===== config.mk =====
export PLATFORM = sky130hd
export DESIGN_NAME = n106_wave_ram_port
export DESIGN_NICKNAME = d
export VERILOG_FILES = /design/src/rtl/n106_wave_ram_port.sv
export SDC_FILE = /design/constraint.sdc
export NUM_CORES = 1
export LEC_CHECK = 0
export BUFFER_PORTS_ARGS = -buffer_cell sky130_fd_sc_hd__buf_2
export CAP_MARGIN = 15
export CORE_ASPECT_RATIO = 1.5
export CORE_MARGIN = 8
export CORE_UTILIZATION = 60
export CTS_CLUSTER_SIZE = 12
export DETAILED_ROUTE_END_ITERATION = 12
export PLACE_DENSITY = 0.76
export REMOVE_ABC_BUFFERS = 1
export SYNTH_ARGS = -nofsm -noshare
export SYNTH_HDL_FRONTEND = slang
export SYNTH_SLANG_ARGS = --single-unit

===== constraint.sdc =====
create_clock -name clk -period 8.6 [get_ports clk]
set_clock_uncertainty 0.05 [all_clocks]
set_input_delay 1.29 -clock clk [delete_from_list [all_inputs] [get_ports clk]]
set_output_delay 1.29 -clock clk [all_outputs]
set_load 0.03 [all_outputs]

===== src/rtl/n106_wave_ram_port.sv =====
// rtl/n106_wave_ram_port.sv - Namco 163/106 wavetable RAM with CPU address/data ports and mixer fetch port
module n106_wave_ram_port #(
    parameter int          ADDR_W    = 7,
    parameter logic [4:0]  DATA_PAGE = 5'b01001,
    parameter logic [4:0]  ADDR_PAGE = 5'b11111
) (
    input  logic              clk,
    input  logic              reset,
    input  logic              enable,
    input  logic              ce,
    input  logic [15:0]       prg_ain,
    input  logic              prg_read,
    input  logic              prg_write,
    input  logic [7:0]        prg_din,
    output logic [7:0]        prg_dout,
    output logic              prg_oe,
    input  logic              mix_req,
    input  logic [ADDR_W-1:0] mix_addr,
    output logic [7:0]        mix_data,
    output logic              mix_ack
);
    typedef enum logic [1:0] {S_IDLE, S_CPU_RD, S_MIX_RD} state_t;

    localparam int DEPTH = 1 << ADDR_W;
    localparam logic [ADDR_W-1:0] PTR_ONE = {{(ADDR_W-1){1'b0}}, 1'b1};

    state_t state_q, state_d;

    logic [7:0]        mem_q [0:DEPTH-1];
    logic [7:0]        rdata_q;
    logic [ADDR_W-1:0] ptr_q;
    logic              autoinc_q;
    logic [7:0]        prg_dout_q;
    logic              prg_oe_q;
    logic [7:0]        mix_data_q;
    logic              mix_ack_q;

    logic              rst;
    logic              ap_hit;
    logic              dp_hit;
    logic              ram_we;
    logic              ram_re;
    logic [ADDR_W-1:0] ram_raddr;
    logic              ptr_inc;
    logic              cpu_rd_start;
    logic              mix_start;
    logic              unused_ain;

    assign rst        = reset | ~enable;
    assign ap_hit     = ce & prg_write & (prg_ain[15:11] == ADDR_PAGE);
    assign dp_hit     = ce & (prg_read | prg_write) & (prg_ain[15:11] == DATA_PAGE);
    assign unused_ain = ^prg_ain[10:0];

    always_ff @(posedge clk) begin
        if (rst) begin
            state_q <= S_IDLE;
        end else begin
            state_q <= state_d;
        end
    end

    always_comb begin
        state_d = state_q;
        case (state_q)
            S_IDLE: begin
                if (cpu_rd_start) begin
                    state_d = S_CPU_RD;
                end else if (mix_start) begin
                    state_d = S_MIX_RD;
                end
            end
            S_CPU_RD: state_d = S_IDLE;
            S_MIX_RD: state_d = S_IDLE;
            default:  state_d = S_IDLE;
        endcase
    end

    // CPU wins the RAM port; the mixer is also held off during its own ack clk
    // so a still-asserted request with the old address is not fetched twice.
    always_comb begin
        ram_we       = 1'b0;
        ram_re       = 1'b0;
        ram_raddr    = ptr_q;
        ptr_inc      = 1'b0;
        cpu_rd_start = 1'b0;
        mix_start    = 1'b0;
        if (state_q == S_IDLE && !rst) begin
            if (dp_hit) begin
                ptr_inc = autoinc_q;
                if (prg_write) begin
                    ram_we = 1'b1;
                end else begin
                    ram_re       = 1'b1;
                    cpu_rd_start = 1'b1;
                end
            end else if (mix_req && !mix_ack_q) begin
                ram_re    = 1'b1;
                ram_raddr = mix_addr;
                mix_start = 1'b1;
            end
        end
    end

    always_ff @(posedge clk) begin
        if (ram_we) begin
            mem_q[ptr_q] <= prg_din;
        end
        if (ram_re) begin
            rdata_q <= mem_q[ram_raddr];
        end
    end

    always_ff @(posedge clk) begin
        if (rst) begin
            ptr_q      <= '0;
            autoinc_q  <= 1'b0;
            prg_dout_q <= 8'h00;
            prg_oe_q   <= 1'b0;
            mix_data_q <= 8'h00;
            mix_ack_q  <= 1'b0;
        end else begin
            if (ap_hit) begin
                ptr_q     <= prg_din[ADDR_W-1:0];
                autoinc_q <= prg_din[7];
            end else if (ptr_inc) begin
                ptr_q <= ptr_q + PTR_ONE;
            end
            if (ce) begin
                prg_oe_q <= cpu_rd_start;
            end
            if (state_q == S_CPU_RD) begin
                prg_dout_q <= rdata_q;
            end
            if (state_q == S_MIX_RD) begin
                mix_data_q <= rdata_q;
            end
            mix_ack_q <= (state_q == S_MIX_RD);
        end
    end

    assign prg_dout = prg_dout_q;
    assign prg_oe   = prg_oe_q;
    assign mix_data = mix_data_q;
    assign mix_ack  = mix_ack_q;
endmodule


==> results by group <==
Synth
  • Syn avg cell area: 15.4 µm²
  • Synth Flop Type: edfxtp_1
  • Synthesized instance count: 2715
  • Register area share after synthesis: 75.2%
  • Netlist cell types: 62
  • Asr flop ratio synth: 0%
  • Post-synth EDFFs: 1032
  • Mapped cell area: 41900 µm²
  • Ys Warns: 0
  • #FFs+latches synth: 1060

Timing
  • Worst Hold Slack: 407 ps
  • Fmax: 0.182 GHz
  • Final setup violation count: 0
  • Worst-Margin Slew: 1240 ps
  • Fin worst setup slack: 3110 ps
  • Fin crit period: 5490 ps
  • Final hold violations: 0
  • Fin. max-slew vios: 0
  • RSZ-0062 raised after global routing: false
  • Crit share post-route: 63.9%
  • Max-slew headroom: 17.3%

Pwr
  • Pwr Density: 216 nW/µm²
  • Worst VDD drop: 0.206 mV
  • Overall Power: 9.87 mW
  • Leak: 14.7 nW

Hold path
  • Worst Hold Path EP: mix_data[1]$_SDFFE_PP0P_
  • Hold_sp: mix_data[1]$_SDFFE_PP0P_
  • Hold Crit Class: flop to flop
  • Hold Path Depth: 2

Worst setup path
  • Critical path's slowest cell: o311ai_4
  • Setup crit end kind: flop
  • End of the worst register-to-register path: rdata_q[4]$_DFFE_PP_
  • Critical Path, Cell by Cell: buf_2 > nand3_1 > o311ai_4 > buf_4 > a22o_4 > buf_4 > mux4_2 > a22o_1 > a21oi_1 > nand4_1 > and4_1
  • Most common cell on crit path: buf_4
  • WP buf/inv: 3
  • Signal arrival time at the worst endpoint: 5870 ps
  • WP data required: 8970 ps
  • Worst flop-to-flop path startpoint: state_q[1]$_SDFFE_PP0P_
  • R2R setup slack: 3700 ps
  • Worst path top cell family by delay: compound AO/OA/AOI/OAI gates
  • Startpoint types: input port
  • Worst path max stage delay: 760 ps
  • Reg2Reg Depth: 9
  • Crit Path Max Fanout: 46
  • Setup CP Type: input port to flop

Placed design
  • Dpl ws: 2530 ps
  • PortBufs: 44
  • Placed Area: 42900 µm²
  • Final GP Congestion: 0.908
  • Post-detail-place hpwl: 64700 µm

GRT
  • GRT Resource Usage Total: 26.3%
  • Initial antenna violation count: 5
  • Total grt overflow: 0
  • Largest net degree at the start of global routing: 132
  • Vias in the first global route: 24514
  • First-pass GRT wire length: 154000 µm

Cells and area
  • Post-route cell area: 45600 µm²
  • Nets: 2777
  • Register area: 31600 µm²
  • Layout cell share with drive strength beyond 1: 10.8%
  • P&R area growth vs syn: 8.79%
  • Final core utilization: 66.0%
  • Filler instances: 4581
  • Multi-input gate area: 9480 µm²

Clock tree
  • TritonCTS Buffers: 99
  • Worst-Skew Late Latency: 650 ps
  • Setup bufs post-CTS: 0
  • Clock buffer depth: 3
  • Reg clk slew, reported paths: 60 ps
  • Clk root buf: clkbuf_16
  • CTS tree: built
  • Sink Count: 1060
  • H-tree level count: 3
  • CTS Hold Bufs: 0
  • Resize count post-CTS: 0

Floorplan
  • Std-Cell Rows: 118
  • DIE AREA: 78800 µm²
  • Effective utilization at floorplan: 60.7%
  • Chip width: 232 µm
  • IO Count: 56
  • Die height: 340 µm
  • CORE AREA: 69100 µm²

Detailed routing
  • Detailed-router iteration count before antenna repair: 6
  • ANT nets after route: 0
  • DRC Markers: 0
  • Detailed Route WL: 105000 µm
  • Iteration-0 DRC Markers: 3077
  • Via count: 24450
  • Via density: 6.63
  • Avg WL per Cell: 28.5 µm

Flow run
  • Maxcap violations: 0

Outcome
  • Status: finished, final reports clean
flip-flops by register name, indices dropped and copies added (netlist names):
name	cells
state_q	2
mem_q	1024
prg_oe	1
prg_dout	8
mix_ack	1
ptr_q	7
mix_data	8
rdata_q	8
autoinc_q	1
area by class of cell:
class                      count  share of cell area, %
multi-input combinational   1467                   20.8
timing repair buffer          89                   1.45
sequential                  1060                   69.2
clock buffer                 145                   5.92
inverter                      21                  0.173
clock inverter                 3                 0.0576
tap                          900                   2.47
antenna                        1                0.00548
cell usage in the layout, fill, tap and decap left out, types with 9 or more instances in the layout:
cell type  count
edfxtp_1    1032
nand2_1      472
nor2_1       174
a21oi_1      153
mux2i_1      110
clkbuf_16    101
nand3_1       91
mux4_2        76
a22oi_1       54
a211oi_1      48
buf_4         47
nand4_1       46
clkbuf_1      43
a31oi_1       42
buf_2         36
a221oi_1      33
dfxtp_1       28
inv_1         20
o22ai_1       16
a32oi_1       15
nor4_1        14
a22o_1        12
o2111ai_1      9
per-layer routing:
layer  GRT usage, %  part of all wire, %  up-vias  wire (µm)
met5              0                0.052        -         55
met4           17.0                  7.0        8       7300
met3           5.26                  8.7      346       9140
met2           43.7                   50     1369      52600
met1           30.8                   34    12250      35800
li1               -                    -    10477          -
through the flow:
stage	TNS, ps	cells
finish	0	3686
CTS	0	3684
global placement	0	3536
global route	0	3685
detailed placement	0	3536
floorplan	-22990	2548
worst register-to-register path, cell delays in order, from the launching register on:
cell and delay, ps:
dfxtp_1 360, or4b_1 630, nor3_2 710, a22o_4 630
buf_4 660, mux4_2 430, a22o_1 260, a21oi_1 230
nand4_1 400, and4_1 340
power by group:
part           switching (mW)  internal (mW)  total (mW)
Sequential            0.00302           5.67        5.67
Clock                    1.75           2.14        3.89
Combinational           0.231         0.0788       0.310
Total                    1.98           7.89        9.87
cell usage after synthesis (all sizes together), types with 14 or more instances:
cell type,count,area (µm²)
nand4,46,288
a21oi,153,766
inv,21,78.8
mux2i,112,1120
nor2,176,663
edfxtp,1032,31000
o22ai,16,100
nor4,14,87.6
nand2,473,1780
a221oi,40,394
a22oi,56,434
clkbuf,71,267
dfxtp,28,561
nand3,93,475
a31oi,42,263
a211oi,48,360
a22o,14,123
buf,96,611
mux4,76,1710
a32oi,15,131
cell families (layout without fill, tap and decap cells):
family                   after synthesis  count (layout)  synth area share [%]
other                                  0               1                     0
AO/OA/AOI/OAI                        416             416                  6.74
adder cells (fa/ha/maj)                1               1                0.0298
flip-flops                          1060            1060                  75.2
multiplexers                         193             193                  6.91
buffers and inverters                188             258                  2.28
XOR/XNOR                               6               6                 0.125
AND/OR/NAND/NOR                      851             851                  8.69
worst max path at each step:
stage               slack [ps]              endpoint        start  cells past startpoint
floorplan                -3180  rdata_q[2]$_DFFE_PP_  prg_ain[12]                      8
global placement          2610  rdata_q[4]$_DFFE_PP_  prg_ain[14]                     11
detailed placement        2530  rdata_q[4]$_DFFE_PP_  prg_ain[14]                     11
CTS                       3200  rdata_q[4]$_DFFE_PP_  prg_ain[14]                     11
global route              3060  rdata_q[1]$_DFFE_PP_  prg_ain[14]                     11
finish                    3110  rdata_q[4]$_DFFE_PP_  prg_ain[14]                     11
Power figures use the tool's default switching activity.
